## config.mk

```make
export PLATFORM = sky130hd
export DESIGN_NAME = ex_operand_stage
export DESIGN_NICKNAME = d
export VERILOG_FILES = /design/src/rtl/core_pkg.sv /design/src/rtl/fwd_mux.sv /design/src/rtl/ex_operand_stage.sv
export SDC_FILE = /design/constraint.sdc
export NUM_CORES = 1
export LEC_CHECK = 0
export BUFFER_PORTS_ARGS = -buffer_cell sky130_fd_sc_hd__buf_2
export CORE_ASPECT_RATIO = 0.5
export CORE_MARGIN = 2
export CORE_UTILIZATION = 35
export DETAILED_ROUTE_END_ITERATION = 8
export SETUP_SLACK_MARGIN = 0.05
export SYNTH_ARGS = -nofsm -noshare
export SYNTH_HDL_FRONTEND = slang
export SYNTH_HIERARCHICAL = 1
export SYNTH_SLANG_ARGS = --single-unit
```

## constraint.sdc

```tcl
create_clock -name clk -period 3.5 [get_ports clk]
set_clock_uncertainty 0.2 [all_clocks]
set_input_delay 0.35 -clock clk [delete_from_list [all_inputs] [get_ports clk]]
set_output_delay 0.35 -clock clk [all_outputs]
set_load 0.01 [all_outputs]
```

## src/rtl/core_pkg.sv

```systemverilog
// Shared constants for the 5-stage RISC-V core: datapath width, bubble word,
// opcodes and control-bit positions used across pipeline stages.
package core_pkg;

  localparam int          XLEN     = 32;
  localparam logic [31:0] NOP_INST = 32'h0000_0013;

  localparam logic [6:0] OP_LOAD  = 7'b000_0011;
  localparam logic [6:0] OP_RTYPE = 7'b011_0011;
  localparam logic [6:0] OP_ITYPE = 7'b001_0011;
  localparam logic [6:0] OP_JAL   = 7'b110_1111;
  localparam logic [6:0] OP_JALR  = 7'b110_0111;
  localparam logic [6:0] OP_LUI   = 7'b011_0111;
  localparam logic [6:0] OP_AUIPC = 7'b001_0111;
  localparam logic [6:0] OP_ECALL = 7'b111_0011;

  // Bit positions inside the 5-bit ID/EX control word
  localparam int CTRL_REG_WRITE   = 4;
  localparam int CTRL_MEM_READ    = 3;
  localparam int CTRL_MEM_WRITE   = 2;
  localparam int CTRL_ALU_SRC_IMM = 1;
  localparam int CTRL_PC_SRC_A    = 0;

  // Bit positions inside the 3-bit EX/MEM control word
  localparam int MCTRL_REG_WRITE = 2;
  localparam int MCTRL_MEM_READ  = 1;
  localparam int MCTRL_MEM_WRITE = 0;

endpackage

```

## src/rtl/fwd_mux.sv

```systemverilog
// Three-input priority operand mux: the EX/MEM result beats the MEM/WB value,
// which beats the register-file read.
module fwd_mux #(
  parameter int W = 32
) (
  input  logic         sel_ex_i,
  input  logic         sel_mem_i,
  input  logic [W-1:0] ex_val_i,
  input  logic [W-1:0] mem_val_i,
  input  logic [W-1:0] reg_val_i,
  output logic [W-1:0] fwd_o
);

  // Newest producer wins when both forwarding flags are set
  always_comb begin
    fwd_o = reg_val_i;
    if (sel_ex_i) begin
      fwd_o = ex_val_i;
    end else if (sel_mem_i) begin
      fwd_o = mem_val_i;
    end else begin
      fwd_o = reg_val_i;
    end
  end

endmodule

```

## src/rtl/ex_operand_stage.sv

```systemverilog
// ID/EX and EX/MEM pipeline registers with bubble insertion, operand forwarding
// and ALU operand selection.
module ex_operand_stage #(
  parameter int          XLEN     = core_pkg::XLEN,
  parameter logic [31:0] NOP_INST = core_pkg::NOP_INST,
  parameter int          CNT_W    = 32
) (
  input  logic             clk,
  input  logic             rst,
  input  logic             stall,
  input  logic             flush,
  input  logic             forwarding_EX_EX1,
  input  logic             forwarding_EX_EX2,
  input  logic             forwarding_MEM_EX1,
  input  logic             forwarding_MEM_EX2,
  input  logic [31:0]      id_inst,
  input  logic [XLEN-1:0]  id_pc,
  input  logic [XLEN-1:0]  id_rs1_data,
  input  logic [XLEN-1:0]  id_rs2_data,
  input  logic [XLEN-1:0]  id_imm,
  input  logic [4:0]       id_ctrl,
  input  logic [XLEN-1:0]  alu_result,
  input  logic [XLEN-1:0]  mem_wb_data,
  output logic [31:0]      ex_inst,
  output logic [XLEN-1:0]  ex_pc,
  output logic [XLEN-1:0]  ex_op_a,
  output logic [XLEN-1:0]  ex_op_b,
  output logic [XLEN-1:0]  ex_store_data,
  output logic [4:0]       ex_ctrl,
  output logic [XLEN-1:0]  exmem_result,
  output logic [4:0]       exmem_rd,
  output logic [2:0]       exmem_ctrl,
  output logic [XLEN-1:0]  exmem_store_data,
  output logic [CNT_W-1:0] bubble_count
);

  import core_pkg::*;

  logic [31:0]      ex_inst_q, ex_inst_d;
  logic [XLEN-1:0]  ex_pc_q, ex_pc_d;
  logic [XLEN-1:0]  ex_rs1_q, ex_rs1_d;
  logic [XLEN-1:0]  ex_rs2_q, ex_rs2_d;
  logic [XLEN-1:0]  ex_imm_q, ex_imm_d;
  logic [4:0]       ex_ctrl_q, ex_ctrl_d;
  logic [CNT_W-1:0] bubble_count_q, bubble_count_d;
  logic [XLEN-1:0]  exmem_result_q, exmem_result_d;
  logic [4:0]       exmem_rd_q, exmem_rd_d;
  logic [2:0]       exmem_ctrl_q, exmem_ctrl_d;
  logic [XLEN-1:0]  exmem_store_q, exmem_store_d;
  logic             bubble_s;
  logic [XLEN-1:0]  rs1_fwd_s, rs2_fwd_s;

  assign bubble_s = flush | stall;

  fwd_mux #(.W(XLEN)) u_fwd_rs1 (
    .sel_ex_i  (forwarding_EX_EX1),
    .sel_mem_i (forwarding_MEM_EX1),
    .ex_val_i  (exmem_result_q),
    .mem_val_i (mem_wb_data),
    .reg_val_i (ex_rs1_q),
    .fwd_o     (rs1_fwd_s)
  );

  fwd_mux #(.W(XLEN)) u_fwd_rs2 (
    .sel_ex_i  (forwarding_EX_EX2),
    .sel_mem_i (forwarding_MEM_EX2),
    .ex_val_i  (exmem_result_q),
    .mem_val_i (mem_wb_data),
    .reg_val_i (ex_rs2_q),
    .fwd_o     (rs2_fwd_s)
  );

  // ID/EX next state: a flush and a stall together still cost a single bubble
  always_comb begin
    ex_inst_d      = id_inst;
    ex_pc_d        = id_pc;
    ex_rs1_d       = id_rs1_data;
    ex_rs2_d       = id_rs2_data;
    ex_imm_d       = id_imm;
    ex_ctrl_d      = id_ctrl;
    bubble_count_d = bubble_count_q;
    if (bubble_s) begin
      ex_inst_d      = NOP_INST;
      ex_pc_d        = {XLEN{1'b0}};
      ex_rs1_d       = {XLEN{1'b0}};
      ex_rs2_d       = {XLEN{1'b0}};
      ex_imm_d       = {XLEN{1'b0}};
      ex_ctrl_d      = 5'd0;
      bubble_count_d = bubble_count_q + {{(CNT_W-1){1'b0}}, 1'b1};
    end else begin
      bubble_count_d = bubble_count_q;
    end
  end

  // EX/MEM next state: never stalls
  always_comb begin
    exmem_result_d = alu_result;
    exmem_rd_d     = ex_inst_q[11:7];
    exmem_ctrl_d   = {ex_ctrl_q[CTRL_REG_WRITE], ex_ctrl_q[CTRL_MEM_READ],
                      ex_ctrl_q[CTRL_MEM_WRITE]};
    exmem_store_d  = rs2_fwd_s;
  end

  // Pipeline register update with synchronous active-low reset
  always_ff @(posedge clk) begin
    if (!rst) begin
      ex_inst_q      <= NOP_INST;
      ex_pc_q        <= {XLEN{1'b0}};
      ex_rs1_q       <= {XLEN{1'b0}};
      ex_rs2_q       <= {XLEN{1'b0}};
      ex_imm_q       <= {XLEN{1'b0}};
      ex_ctrl_q      <= 5'd0;
      bubble_count_q <= {CNT_W{1'b0}};
      exmem_result_q <= {XLEN{1'b0}};
      exmem_rd_q     <= 5'd0;
      exmem_ctrl_q   <= 3'd0;
      exmem_store_q  <= {XLEN{1'b0}};
    end else begin
      ex_inst_q      <= ex_inst_d;
      ex_pc_q        <= ex_pc_d;
      ex_rs1_q       <= ex_rs1_d;
      ex_rs2_q       <= ex_rs2_d;
      ex_imm_q       <= ex_imm_d;
      ex_ctrl_q      <= ex_ctrl_d;
      bubble_count_q <= bubble_count_d;
      exmem_result_q <= exmem_result_d;
      exmem_rd_q     <= exmem_rd_d;
      exmem_ctrl_q   <= exmem_ctrl_d;
      exmem_store_q  <= exmem_store_d;
    end
  end

  assign ex_inst          = ex_inst_q;
  assign ex_pc            = ex_pc_q;
  assign ex_ctrl          = ex_ctrl_q;
  assign ex_op_a          = ex_ctrl_q[CTRL_PC_SRC_A]    ? ex_pc_q  : rs1_fwd_s;
  assign ex_op_b          = ex_ctrl_q[CTRL_ALU_SRC_IMM] ? ex_imm_q : rs2_fwd_s;
  assign ex_store_data    = rs2_fwd_s;
  assign exmem_result     = exmem_result_q;
  assign exmem_rd         = exmem_rd_q;
  assign exmem_ctrl       = exmem_ctrl_q;
  assign exmem_store_data = exmem_store_q;
  assign bubble_count     = bubble_count_q;

endmodule
```

==> results.md <==
- Worst Setup Path Type: flop to primary output
- Synthesis-to-finish area growth: 55.3%
- Tot Pwr: slightly above 0.007 W
- DRC: 0
- Critical Path, Cell by Cell: mux2_2 -> buf_2
- Critical Path Start: ex_ctrl[1]$_SDFF_PP0_
- IO Count: 506
- Number of global-route vias before repair: 10068
- Synth cell types: 38
- Worst-Skew Late Latency: between 0.5 and 0.6 ns
- CP arrival: 2.16 ns
- Post-CTS Setup Inserts: 0
- CTS Sinks: 269
- Total GRT Usage: 0.241
- Max Slew Vio Count: 0
- Pwr per Cell Area: 459 nW/um^2
- # Max-Cap Violations: 0
- Sequential share of the synthesized area: 0.532
- EDFF count, synth: 0
- CP Launch Type: flop
- CP Max Fanout: 33
- CP bufs+invs: 1
- Clock transition at the registers of the reported paths: 0.07 ns
- Die width: 245 um
- Register area: 5390 um^2
- Largest net degree at the start of global routing: roughly 150
- Syn Nets: 1221
- Starting Density: 0.361
- Crit path max-delay cell type: dfxtp_2
- Sw Pwr: around 0.0017 W
- Top_reg_cell synth: dfxtp_1
- Proportion of layout cells with a drive suffix above 1: 0.380
- FP Rows: 43
- Inserted Clock Buffers: 26
- Leading area contributor after synthesis: dfxtp_1
- TritonRoute pass-1 iters: 5
- # fillers: 2506
- Endpoints failing setup: 0
- Post-DP HPWL: 26300 um
- Switching Share: 0.240
- Die ar.: 30400 um^2
- RSZ-0062 raised after global routing: no
- Port Buffer Count: 505
- Gate power share: 0.130
- Clock power share: 0.424
- Endpoints failing hold: 0
- First-pass GRT wire length: 57500 um
- Yosys reg bits: 269
- Rel. slew slack: 0.295
- Hold Crit Start: flush
- Mapped Area: 10100 um^2
- Syn_area_per_cell: a little over 10 um^2
- Cell-internal power: 0.00549 W
- RePlAce Congestion: just over 0.9
- Final Critical Period: 2.71 ns
- HP Class: primary input to flop
- GR Overflow Total: 0
- Htree depth: 1
- Multi-input gate area: around 4300 um^2
- CTS tree: yes
- Mapped Cells: 983
- Via count: between 9000 and 10000
- Top post-synthesis cells by area: dfxtp_1 53%, and3_1 10%, mux2_2 7.1%
- Fmax: about 370 MHz
- Post-Route WL: 38500 um
- R2r startpoint: bubble_count[7]$_SDFFE_PN0P_
- Worst-margin pin slew: 1.06 ns
- Worst vdd ir: 0.350 mV
- Commonest non-fill, non-tap cells in the layout: 504 x buf_2, 267 x dfxtp_1, 200 x dlygate4sd3_1, 165 x and3_1, 78 x nand2_1
- Antenna viol nets, final: 0
- CP delay by family, top: flip-flops
- Antenna violations before repair: 3
- Clock Path Buffers: 3
- Die span in y: between 100 and 150 um
- Commonest non-fill, non-tap cell in the layout: buf_2
- Via-to-Cell Ratio: 4.78
- Run status: finished, final reports clean
- Async S/R FF share, synth: 0
- Final net count: 1879
- Final period util: 0.775
- Post-synth top area share: 0.532
- WL per Instance: 18.8 um
- Required @ worst endpoint: 2.95 ns
- Critical Path Sink Type: primary output
- Synth Warn #: 6
- 1st-iter DRT viols: 595
- Worst path max stage delay: 1.03 ns
- Aggregate negative setup slack: 0 ns
- Register share of total power: 0.445
- Leak pwr: 8.03 nW
- Core Area: 28100 um^2
- Root buf cell: clkbuf_16
synthesized netlist by cell type (5+ instances only):
cell,count
xor2_1,12
o21ai_0,11
buf_2,16
or4_1,5
mux2_2,64
nand4_1,7
o31ai_1,5
clkbuf_1,51
a21oi_1,11
buf_12,6
o21ai_1,56
inv_1,5
or3_1,5
nand3_1,12
nor2_1,13
mux2i_1,69
and2_1,74
buf_1,6
nand2_1,78
dfxtp_1,269
nand2b_1,10
and3_1,165
power groups by stage:
stage	Sequential [W]	Clock, W	Combinational (W)
6_report	0.00322	0.00306	0.000941
2_1_floorplan	0.00329	0	0.000366
5_1_grt	0.00322	0.00327	0.00101
4_1_cts	0.00322	0.00314	0.000938
3_5_place_dp	0.00328	0	0.000753
3_3_place_gp	0.00328	0	0.000745
registers in the layout (all words and copies together) (netlist names):
register,count
ex_imm_q,32
exmem_result,32
ex_pc,32
ex_inst,32
exmem_rd,5
ex_ctrl,5
ex_rs2_q,32
bubble_count,32
ex_rs1_q,32
exmem_store_data,32
exmem_ctrl,3
cells by family after synthesis:
group,count (synthesis),synth area share
and+or+nand+nor,382,0.215
DFF,269,0.532
muxes,133,0.139
AOI/OAI and AO/OA,98,0.0556
buffers and inverters,88,0.0472
xor gates and xnor gates,12,0.0104
adders and majority gates,1,0.00123
worst reg2reg max path, cell delays in order, from the launching register on:
cell     delay (ns)
dfxtp_1        0.40
and4_1         0.35
nand3_2        0.41
or4_1          0.63
a21oi_1        0.16
through the flow:
| step | setup slack [ns] | area [um^2] | std cells | utilization | hold WS [ns] |
|---|---|---|---|---|---|
| CTS | 0.748 | 15700 | 2041 | 0.560 | 0.0236 |
| finish | 0.789 | 15700 | 2045 | 0.560 | 0.0436 |
| global placement | 1.01 | 12800 | 1795 | 0.456 | 0.241 |
| floorplan | 1.60 | 10100 | 983 | - | 0.251 |
| global route | 0.706 | 15700 | 2044 | 0.560 | 0.0357 |
| detailed placement | 0.954 | 12800 | 1795 | 0.456 | 0.245 |
per-layer routing:
metal	GRT usage	vias to the layer above	share of wire
met5	0	-	0
met4	0.0764	0	0.027
met3	0.0493	73	0.052
met2	0.431	303	0.51
met1	0.289	4672	0.41
li1	-	4717	-
timing repair:
item	4_1_cts	5_1_grt
resized for setup	0	0
endpoints found under the hold margin	197	0
hold buffers	200	0
final cells by class:
cell class | instances | area share
antenna | 4 | 0.000636
timing repair buffer | 713 | 0.295
sequential | 269 | 0.342
inverter | 5 | 0.00119
clock inverter | 11 | 0.0118
multi-input combinational | 626 | 0.272
clock buffer | 35 | 0.0468
tap | 382 | 0.0304
final timing paths:
kind / slack, ns / to / cells after the start
worst max-delay path: 0.79 / ex_op_b[17] / 2
worst min-delay path: 0.04 / bubble_count[1]$_SDFFE_PN0P_ / 3
worst max register to register: 1.27 / bubble_count[28]$_SDFFE_PN0P_ / 4
worst min register to register: 0.26 / exmem_rd[4]$_SDFF_PN0_ / 1
No activity file was read; power rests on OpenSTA's default activity.
